### src/rtl/fan_ctrl.sv
// Closed-loop fan regulator: turns per-second tacho counts into an 8-bit PWM duty,
// with a timed spin-up, stall detection and a three-register CSR window.
module fan_ctrl #(
  parameter logic [4:0] BASE_ADDR     = 5'h0,
  parameter logic [7:0] STEP          = 8'd4,
  parameter logic [7:0] SPINUP_DUTY   = 8'hff,
  parameter logic [3:0] SPINUP_TICKS  = 4'd8,
  parameter logic [2:0] STALL_SAMPLES = 3'd3
) (
  input  logic       clk,
  input  logic       rst_n,
  input  logic [4:0] csr_a,
  input  logic [7:0] csr_di,
  input  logic       csr_we,
  output logic [7:0] csr_do,
  input  logic       ce_8hz,
  input  logic [7:0] tacho_cnt,
  input  logic       tacho_valid,
  output logic [7:0] duty,
  output logic       stall_irq
);

  typedef enum logic [2:0] {
    S_OFF,
    S_MANUAL,
    S_SPINUP,
    S_REGULATE,
    S_STALL
  } state_t;

  localparam logic [4:0] ADDR_CTRL = BASE_ADDR;
  localparam logic [4:0] ADDR_TGT  = BASE_ADDR + 5'd1;
  localparam logic [4:0] ADDR_DUTY = BASE_ADDR + 5'd2;

  state_t     r_state;
  logic       r_en;
  logic       r_auto;
  logic       r_stall_flag;
  logic [7:0] r_target;
  logic [7:0] r_man_duty;
  logic [7:0] r_duty;
  logic       r_stall_irq;
  logic [3:0] r_ticks;
  logic [2:0] r_zero_cnt;

  logic       w_wr_ctrl;
  logic       w_wr_tgt;
  logic       w_wr_duty;
  logic       w_en;
  logic       w_auto;
  logic [7:0] w_man;
  logic       w_flag_clr;
  logic [8:0] w_up;
  logic [8:0] w_dn;
  logic [7:0] w_up_sat;
  logic [7:0] w_dn_sat;
  logic [7:0] w_reg_duty;
  logic       w_zero_hit;
  logic [2:0] w_zero_next;
  logic       w_stall_hit;

  assign w_wr_ctrl = csr_we && (csr_a == ADDR_CTRL);
  assign w_wr_tgt  = csr_we && (csr_a == ADDR_TGT);
  assign w_wr_duty = csr_we && (csr_a == ADDR_DUTY);

  // The FSM looks at the values being written this cycle so a write is visible one clk later.
  assign w_en       = w_wr_ctrl ? csr_di[0] : r_en;
  assign w_auto     = w_wr_ctrl ? csr_di[1] : r_auto;
  assign w_man      = w_wr_duty ? csr_di    : r_man_duty;
  assign w_flag_clr = w_wr_ctrl && csr_di[7];

  assign w_up       = {1'b0, r_duty} + {1'b0, STEP};
  assign w_dn       = {1'b0, r_duty} - {1'b0, STEP};
  assign w_up_sat   = w_up[8] ? 8'hff : w_up[7:0];
  assign w_dn_sat   = w_dn[8] ? 8'h00 : w_dn[7:0];
  assign w_reg_duty = (tacho_cnt < r_target) ? w_up_sat :
                      (tacho_cnt > r_target) ? w_dn_sat : r_duty;

  assign w_zero_hit  = tacho_valid && (tacho_cnt == 8'd0) && (r_duty != 8'd0);
  assign w_zero_next = r_zero_cnt + 3'd1;
  assign w_stall_hit = w_zero_hit && (w_zero_next >= STALL_SAMPLES);

  always_comb begin
    // NOTE: every combinational output gets a default first, so no path can infer a latch.
    csr_do = 8'h00;
    if (csr_a == ADDR_CTRL)      csr_do = {r_stall_flag, 5'b0, r_auto, r_en};
    else if (csr_a == ADDR_TGT)  csr_do = r_target;
    else if (csr_a == ADDR_DUTY) csr_do = r_duty;
  end

  always_ff @(posedge clk or negedge rst_n) begin
    if (!rst_n) begin
      r_en       <= 1'b0;
      r_auto     <= 1'b0;
      r_target   <= 8'h00;
      r_man_duty <= 8'h00;
    end else begin
      // NOTE: state registers use non-blocking assignments so every block samples pre-edge values.
      if (w_wr_ctrl) begin
        r_en   <= csr_di[0];
        r_auto <= csr_di[1];
      end
      if (w_wr_tgt)  r_target   <= csr_di;
      if (w_wr_duty) r_man_duty <= csr_di;
    end
  end

  always_ff @(posedge clk or negedge rst_n) begin
    if (!rst_n) begin
      r_state      <= S_OFF;
      r_duty       <= 8'h00;
      r_stall_irq  <= 1'b0;
      r_stall_flag <= 1'b0;
      r_ticks      <= 4'd0;
      r_zero_cnt   <= 3'd0;
    end else begin
      r_stall_irq <= 1'b0;
      if (w_flag_clr) r_stall_flag <= 1'b0;

      if (!w_en) begin
        r_state    <= S_OFF;
        r_duty     <= 8'h00;
        r_ticks    <= 4'd0;
        r_zero_cnt <= 3'd0;
      end else begin
        case (r_state)
          S_OFF, S_MANUAL: begin
            if (w_auto) begin
              r_state <= S_SPINUP;
              r_ticks <= SPINUP_TICKS;
              r_duty  <= SPINUP_DUTY;
            end else begin
              r_state <= S_MANUAL;
              r_duty  <= w_man;
            end
          end

          S_SPINUP: begin
            if (!w_auto) begin
              r_state <= S_MANUAL;
              r_duty  <= w_man;
              r_ticks <= 4'd0;
            end else begin
              r_duty <= SPINUP_DUTY;
              // Tacho samples are ignored here; the fan is not yet at speed.
              if (ce_8hz) begin
                r_ticks <= r_ticks - 4'd1;
                if (r_ticks <= 4'd1) r_state <= S_REGULATE;
              end
            end
          end

          S_REGULATE: begin
            if (!w_auto) begin
              r_state    <= S_MANUAL;
              r_duty     <= w_man;
              r_zero_cnt <= 3'd0;
            end else if (tacho_valid) begin
              if (w_stall_hit) begin
                r_state      <= S_STALL;
                r_duty       <= 8'hff;
                r_stall_flag <= 1'b1;
                r_stall_irq  <= 1'b1;
                r_zero_cnt   <= 3'd0;
              end else begin
                r_duty <= w_reg_duty;
                if (tacho_cnt != 8'd0) r_zero_cnt <= 3'd0;
                else if (w_zero_hit)   r_zero_cnt <= w_zero_next;
              end
            end
          end

          S_STALL: begin
            r_duty <= 8'hff;
            if (w_flag_clr) begin
              if (w_auto) begin
                r_state <= S_SPINUP;
                r_ticks <= SPINUP_TICKS;
                r_duty  <= SPINUP_DUTY;
              end else begin
                r_state <= S_MANUAL;
                r_duty  <= w_man;
              end
            end
          end

          default: begin
            r_state <= S_OFF;
            r_duty  <= 8'h00;
          end
        endcase
      end
    end
  end

  assign duty      = r_duty;
  assign stall_irq = r_stall_irq;

endmodule

### config.mk
export PLATFORM = sky130hd
export DESIGN_NAME = fan_ctrl
export DESIGN_NICKNAME = d
export VERILOG_FILES = /design/src/rtl/fan_ctrl.sv
export SDC_FILE = /design/constraint.sdc
export NUM_CORES = 1
export LEC_CHECK = 0
export BUFFER_PORTS_ARGS = -buffer_cell sky130_fd_sc_hd__buf_2
export CORE_ASPECT_RATIO = 0.9
export CORE_MARGIN = 2
export CORE_UTILIZATION = 50
export DETAILED_ROUTE_END_ITERATION = 10
export PLACE_DENSITY = 0.72
export SLEW_MARGIN = 20
export SYNTH_ARGS = -nofsm -noshare
export SYNTH_HDL_FRONTEND = slang
export SYNTH_SLANG_ARGS = --single-unit
### constraint.sdc
create_clock -name clk -period 3 [get_ports clk]
set_clock_uncertainty 0.1 [all_clocks]
set_input_delay 0.3 -clock clk [delete_from_list [all_inputs] [get_ports clk]]
set_output_delay 0.3 -clock clk [all_outputs]
set_load 0.005 [all_outputs]
# Word level (Yosys, flattened, before mapping)
# Index checks and enable logic that the tools add are counted.
[totals]
input_bits = 26
wordCells = 103
regBits = 38
[op_classes]
n_lt_le_gt_ge = 4
addsub = 4
n_eq_ne = 16
mux = 51
n_reduce_logical = 18
[op_table]
columns = ["cell", "count"]
rows = [
  ["$mux W8", 14],
  ["$mux W3", 15],
  ["$pmux W8 S3", 1],
  ["$mux W4", 5],
  ["$ne A4 B4 Y1 const B", 4],
  ["$reduce_bool A8 Y1", 2],
  ["$mux W1", 13],
  ["$pmux W3 S4", 1],
  ["$pmux W4 S3", 1],
  ["$add A8 B3 Y9 const B", 1],
  ["$sub A8 B3 Y9 const B", 1],
  ["$gt A8 B8 Y1", 1],
  ["$logic_not A8 Y1", 1],
  ["$lt A8 B8 Y1", 1],
  ["$logic_and A1 B1 Y1", 7],
  ["$eq A3 B2 Y1 const B", 2],
  ["$ne A3 B3 Y1 const B", 2],
  ["$ne A6 B6 Y1 const B", 1],
  ["$reduce_and A3 Y1", 2],
  ["$eq A5 B1 Y1 const B", 1],
  ["$eq A5 B2 Y1 const B", 1],
  ["$logic_not A5 Y1", 1],
  ["$ne A5 B2 Y1 const B", 1],
  ["$reduce_and A5 Y1", 1],
  ["13 further kinds", 13],
]

# Depth between registers and ports, before layout
# Gate-level depths: netlist of run 1.
[depth]
depth_word = 10
ltp_mapped = 9
mapped_depth_nobuf = 9

# Worst setup path after synthesis of run 1
# OpenSTA, ideal clock, no wires.
[synth_timing]
path_type = "reg-to-reg"
startpoint = "register r_target[7]"
endpoint = "register r_duty[6] (netlist: duty[6])"
t_arrival_ns = 2.050
synth_period_minus_slack_ns = 2.272
stages_incl_launch_ff = 10
path_buffers = 0
path_slack_ns = 0.728
path_cell_list = "dfrtp_1 > inv_1 > ha_1 > nand2_1 > o21a_1 > and3_1 > or3_1 > o22ai_4 > nor2_2 > a32o_1"
[synth_via]
elab_chain_cells = 7
[synth_lines]
columns = ["element", "line_no", "rtl"]
rows = [
  ["start: declaration", "39", "logic [7:0] r_target;"],
  ["start signal: assignment", "103", "if (w_wr_tgt) r_target <= csr_di;"],
  ["$lt A8 B8 Y1", "76", "assign w_reg_duty = (tacho_cnt < r_target) ? w_up_sat :"],
  ["$mux W8", "76", ""],
  ["$mux W8", "159", "if (w_stall_hit) begin"],
  ["$mux W8", "158", "end else if (tacho_valid) begin"],
  ["$mux W8", "154", "if (!w_auto) begin"],
  ["$pmux W8 S3", "126", "case (r_state)"],
  ["$mux W8", "120", "if (!w_en) begin"],
  ["end signal: assignment", "134", "r_duty <= w_man;"],
  ["end signal: assignment", "156", "r_duty <= w_man;"],
  ["end signal: assignment", "166", "r_duty <= w_reg_duty;"],
  ["end: declaration", "41", "logic [7:0] r_duty;"],
]
# Several ways; a longest one is shown, not always the timed one. The select of a mux whose other input is x is not followed.
# A chain may end at the register's enable or synchronous reset.

# Final worst setup path of run 1
[layout_timing]
startpoint = "register r_target[7]"
endpoint = "register r_duty[0] (netlist: duty[0])"
# Same word-level chain as after synthesis.

==> results of run 1 <==
-- worst max-delay path by stage --
stage                       startpoint      end  depth (start not counted)
after global routing       r_target[7]  duty[0]                          8
after floorplan            r_target[7]  duty[6]                          9
after CTS                  r_target[7]  duty[0]                          8
final                      r_target[7]  duty[0]                          8
after global placement     r_target[7]  duty[6]                          9
after detailed placement  tacho_cnt[7]  duty[0]                          8
-- layout by cell type, fill, tap and decap left out, types with 4 or more instances in the layout --
cell	Yosys	final
buf_2	2	42
dfrtp_1	38	38
nand2_1	33	33
a21oi_1	26	26
nor2_1	25	25
inv_1	24	24
ha_1	15	15
o21ai_0	14	14
mux2_2	9	9
nor3_1	8	8
nand2b_1	7	7
mux2i_1	6	6
nand3_1	6	6
clkbuf_8	0	6
a22o_1	5	5
buf_4	0	5
or3_1	4	4
nor2b_1	4	4
o21ai_1	4	4
-- worst register-to-register path, delay by kind of cell, from the launching register on --
| kind | cells | cell delay [ns] |
|---|---|---|
| AO/OA/AOI/OAI | 5 | 1.30 |
| flip-flops | 1 | 0.39 |
| multiplexers | 1 | 0.34 |
| adder cells (fa/ha/maj) | 1 | 0.31 |
| buffers and inverters | 1 | 0.07 |
-- cell families (layout without fill, tap and decap cells) --
| logic type | Yosys count | count (layout) | share of synthesized area |
|---|---|---|---|
| flops | 38 | 38 | 0.338 |
| simple gates | 113 | 113 | 0.216 |
| fa+ha+maj | 15 | 15 | 0.0668 |
| compound gates | 87 | 87 | 0.228 |
| buf+inv | 33 | 78 | 0.0450 |
| mux | 22 | 22 | 0.0971 |
| xor+xnor | 3 | 3 | 0.00935 |
-- state kept, by name (all words and copies together) (netlist names) --
signal / count
r_auto: 1
r_en: 1
r_stall_flag: 1
r_state: 3
r_zero_cnt: 3
duty: 8
r_target: 8
stall_irq: 1
r_man_duty: 8
r_ticks: 4
-- routing by layer --
| metal | up-vias | global-route usage | wire [um] |
|---|---|---|---|
| li1 | 1210 | - | - |
| met4 | 0 | 0.0838 | 119 |
| met3 | 13 | 0.0406 | 467 |
| met2 | 107 | 0.426 | 3360 |
| met1 | 1218 | 0.334 | 3400 |
| met5 | - | 0 | 0 |
-- stage by stage --
| stage | cell area [um^2] | hold slack, ns |
|---|---|---|
| 2_1_floorplan | 2810 | -0.0956 |
| 3_3_place_gp | 3110 | 0.355 |
| 3_5_place_dp | 3110 | 0.363 |
| 4_1_cts | 3190 | 0.0489 |
| 5_1_grt | 3190 | 0.0806 |
| 6_report | 3190 | 0.0119 |
-- power by group --
part | total (uW) | internal (uW) | switching (uW)
sequential | 666 | 584 | 81.9
combinational | 610 | 261 | 348
clock | 344 | 177 | 166
total | 1620 | 1020 | 597
-- final cells by class --
cell class                 count  area, um^2
fill                         484        2160
multi-input combinational    240        1730
sequential                    38         951
timing repair buffer          47         248
inverter                      25        93.8
tap                           67        83.8
clock buffer                   6        82.6
==> impl_metrics.tcl, run 1 <==
set metrics [dict create \
    path_class "reg -> reg" \
    arrival_ns 2.70 \
    netlist_area_um2 2810 \
    yosysMostFrequentCell "dfrtp_1" \
    synth.top_cell.area_share 0.338 \
    syn_nets 352 \
    crit_chain "inv_1 > ha_1 > a21oi_1 > o21a_1 > o21ai_0 > a221o_1 > a21oi_2 > mux2_1" \
    reg2reg_depth 8 \
    drv_slew 0 \
    synthTopCellsByArea "dfrtp_1 (34%), ha_1 (6.7%), a21oi_1 (4.6%)" \
    layoutNonFillerInstCount 423 \
    tns_ns 0 \
    rsz0062_at_grt "no" \
    hp-class "in -> async" \
    hpwl_um 5710 \
    finalHoldViolations 0 \
    wirelength_um 7340 \
    ys_warn_count 0 \
    fmax_mhz 379 \
    final-setup-viol-count 0 \
    preCtsSetupSlack_ns 0.436 \
    io_buffers 42 \
    fin_nets 398 \
    grt_pass1_vias 2516 \
    fin_crit_ns 2.64 \
    vias 2548 \
    status "completed" \
    maxSlewHeadroom 0.431 \
    avgSynthCellArea_um2 9.04 \
    cts.clk_slew.worst_paths_ns 0.07 \
    cap_violations 0 \
    postLayoutCoreUtil 0.597 \
    r2r_setup_slack_ns 0.36 \
    syn-instance-count 311 \
    dieWidth_um 83.0 \
    antenna_cells 0 \
    p_per_area_nw_per_um2 507 \
    cp_slowest_cell "dfrtp_1" \
    drc 0 \
    clockRootBuffer "clkbuf_8" \
    ir_worst_vdd_v 0.000222 \
    post_cts_buffers 0 \
    critPathCaptureType "flip-flop" \
    worstSkewPairLatency_ns 0.29 \
    drt-vias-per-instance 6.02 \
    crit_required_ns 3.07 \
    h-tree-depth 2 \
    synth.yosys.seq_area_share 0.338 \
    r2r-end "duty[0]" \
    cts.repair.resized 0 \
    synth_seq_cells 38 \
    synth_edf_count 0 \
    placedCellCount 417 \
    rows 25 \
    cp_slowest_stage_delay_ns 0.39 \
    synth_commonest_cells "dfrtp_1 (38), nand2_1 (33), a21oi_1 (26)" \
    grt-ovfl-total 0 \
    synth_top_cell_by_area "dfrtp_1" \
    tightest_slew_ns 0.853 \
    clock_path_buffers 2 \
    io_pins 43 \
    r2r_start "r_target[7]" \
    layout-drive-gt1-share 0.261 \
    start_util 0.525 \
    first_iter_violations 252 \
    cts_tree "yes" \
    drt_pass1_iterations 5 \
    synth-main-ff-cell "dfrtp_1" \
    critPathMaxFanout 9 \
    grt_pass1_wl_um 12400 \
    cts_buffers 5 \
    antenna_found_initial 0 \
    routedWlPerCell_um 17.4 \
    critPathTopFamily "compound AO/OA/AOI/OAI gates" \
    hold_buffers 0 \
    finalCritPeriodShare 0.878 \
    async_reset_ff_frac 1.00 \
    gp_congestion 0.918 \
    path_buf_inv 1 \
    grt_max_degree 39 \
    core_um2 5350 \
    p_leak_uw 0.00152 \
    cts_sinks 38 \
    area_delta_synth_final_pct 13.6 \
    die_y_um 75.1 \
    setup_ws_ns 0.365 \
    critPathLaunchType "flip-flop" \
    ant_nets 0 \
    die_area_um2 6240 \
    netlist-cell-type-count 69 \
    power_uw 1620 \
    grt_usage 0.250 \
]
Power figures use the tool's default switching activity.
==> run 2, diff against run 1 <==
--- a/config.mk
+++ b/config.mk
@@ -8,9 +8,10 @@
 export BUFFER_PORTS_ARGS = -buffer_cell sky130_fd_sc_hd__buf_2
 export CORE_ASPECT_RATIO = 0.9
 export CORE_MARGIN = 2
-export CORE_UTILIZATION = 50
+export CORE_UTILIZATION = 55
 export DETAILED_ROUTE_END_ITERATION = 10
-export PLACE_DENSITY = 0.72
+export PLACE_DENSITY = 0.78
+export REMOVE_ABC_BUFFERS = 1
 export SLEW_MARGIN = 20
 export SYNTH_ARGS = -nofsm -noshare
 export SYNTH_HDL_FRONTEND = slang
==> run 2 against run 1 <==
- global-route usage grew 2.1 points
- largest power group unchanged
- cell count fell by 0.24%
- non-clock buffer count decreased by 1
- clock power increased by 7.8%
- power rose by 1.3%
- maximum frequency is 4.6% higher
- critical path depth unchanged
- routed wire length down 0.33%
- flip-flop and latch count did not move
- clock-buffer cell count rose by 1
- combinational power fell by 0.8%
- sequential power is essentially flat
==> impl_metrics.tcl, run 2 (same netlist as run 1, synthesis figures left out) <==
set metrics [dict create \
    final-setup-viol-count 0 \
    grt_usage 0.272 \
    io_buffers 42 \
    maxSlewHeadroom 0.439 \
    dieWidth_um 79.3 \
    drt-vias-per-instance 6.13 \
    tns_ns 0 \
    core_um2 4890 \
    fin_crit_ns 2.52 \
    status "completed" \
    grt_max_degree 39 \
    routedWlPerCell_um 17.3 \
    cp_slowest_stage_delay_ns 0.39 \
    hpwl_um 5690 \
    antenna_found_initial 0 \
    ir_worst_vdd_v 0.000263 \
    critPathCaptureType "flip-flop" \
    ant_nets 0 \
    start_util 0.574 \
    nFillCells 437 \
    first_iter_violations 208 \
    critPathMaxFanout 9 \
    h-tree-depth 2 \
    die_area_um2 5700 \
    hp-class "in -> async" \
    gp_congestion 0.917 \
    drt_pass1_iterations 7 \
    antenna_cells 0 \
    routed-wl-met3_um 572 \
    critPathLaunchType "flip-flop" \
    arrival_ns 2.60 \
    drv_slew 0 \
    area_delta_synth_final_pct 13.5 \
    finalCritPeriodShare 0.840 \
    wl_met2_um 3300 \
    tightest_slew_ns 0.842 \
    cts.repair.resized 0 \
    met1_length_um 3250 \
    grt-ovfl-total 0 \
    topRoutingLayerUsed "met4" \
    r2r_setup_slack_ns 0.48 \
    cts_tree "yes" \
    crit_required_ns 3.08 \
    hold_buffers 0 \
    critPathTopFamily "compound AO/OA/AOI/OAI gates" \
    drc 0 \
    p_per_area_nw_per_um2 514 \
    io_pins 43 \
    clockRootBuffer "clkbuf_8" \
    path_class "reg -> reg" \
    layout-drive-gt1-share 0.261 \
    path_buf_inv 1 \
    cap_violations 0 \
    fmax_mhz 397 \
    wirelength_um 7320 \
    setup_ws_ns 0.480 \
    grt_pass1_vias 2325 \
    cts_sinks 38 \
    crit_chain "inv_1 > ha_1 > a21oi_1 > o21a_1 > o21ai_0 > a221o_1 > a21oi_2 > mux2_1" \
    grt_pass1_wl_um 11800 \
    cp_slowest_cell "dfrtp_1" \
    cts.clk_slew.worst_paths_ns 0.08 \
    final_common_cell "buf_2" \
    cts_buffers 5 \
    post_cts_buffers 0 \
    rsz0062_at_grt "no" \
    preCtsSetupSlack_ns 0.515 \
    worstSkewPairLatency_ns 0.30 \
    clock_path_buffers 2 \
    final_cell_mix "buf_2 (42), dfrtp_1 (38), nand2_1 (33)" \
    fin_nets 397 \
    rows 24 \
    die_y_um 71.8 \
    finalHoldViolations 0 \
    vias 2588 \
    p_leak_uw 0.00152 \
]
run 2: changes by cell type in the layout (fill, tap and decap cells not counted), sizes merged:
cell,previous run,this run
buf,47,46
clkinv,0,1
clkbuf,6,7
run 2: where the power goes:
group          switching [uW]  leakage (uW)  internal (uW)
combinational             347      0.000971            258
clock                     185     0.0000482            186
sequential               80.4      0.000505            583
total                     613       0.00152           1030
run 2: area by class of cell:
cell class	instances	area (um^2)	area share
Tap cell	65	81.3	0.0255
Clock inverter	1	5.00	0.00157
Timing Repair Buffer	46	240	0.0753
Clock buffer	7	86.3	0.0271
Sequential cell	38	951	0.298
Multi-Input combinational cell	240	1730	0.543
Inverter	25	93.8	0.0294
run 2: worst reg2reg max path: cells and delay by family (launching register included):
kind | cells | cell delay (ns)
adder cells (fa/ha/maj) | 1 | 0.30
flip-flops | 1 | 0.39
AO/OA/AOI/OAI | 5 | 1.23
buffers and inverters | 1 | 0.06
multiplexers | 1 | 0.33
run 2: worst paths after layout:
kind / start / end / cells after the start
worst max-delay path: r_target[7] / duty[1] / 8
worst min-delay path: rst_n / r_target[1] / 1
worst max register to register: r_target[7] / duty[1] / 8
worst min register to register: r_man_duty[0] / r_man_duty[0] / 2
max in group asynchronous: rst_n / r_state[2] / 1
min in group clk: csr_di[4] / r_target[4] / 2
run 2: metal layers:
| metal | GRT usage | vias to the layer above |
|---|---|---|
| met5 | 0 | - |
| met4 | 0.0920 | 0 |
| met3 | 0.0428 | 26 |
| met2 | 0.414 | 139 |
| met1 | 0.398 | 1203 |
| li1 | - | 1220 |
run 2: stage by stage:
| step | total power (uW) | utilization | hold slack, ns | instance area, um^2 | instances |
|---|---|---|---|---|---|
| after global routing | 1730 | 0.652 | 0.0915 | 3190 | 422 |
| after floorplan | 1070 | - | -0.0956 | 2780 | 303 |
| after detailed placement | 1270 | 0.633 | 0.360 | 3100 | 414 |
| after CTS | 1630 | 0.652 | 0.0434 | 3190 | 422 |
| final | 1640 | 0.652 | 0.00402 | 3190 | 422 |
| after global placement | 1250 | 0.633 | 0.360 | 3100 | 414 |
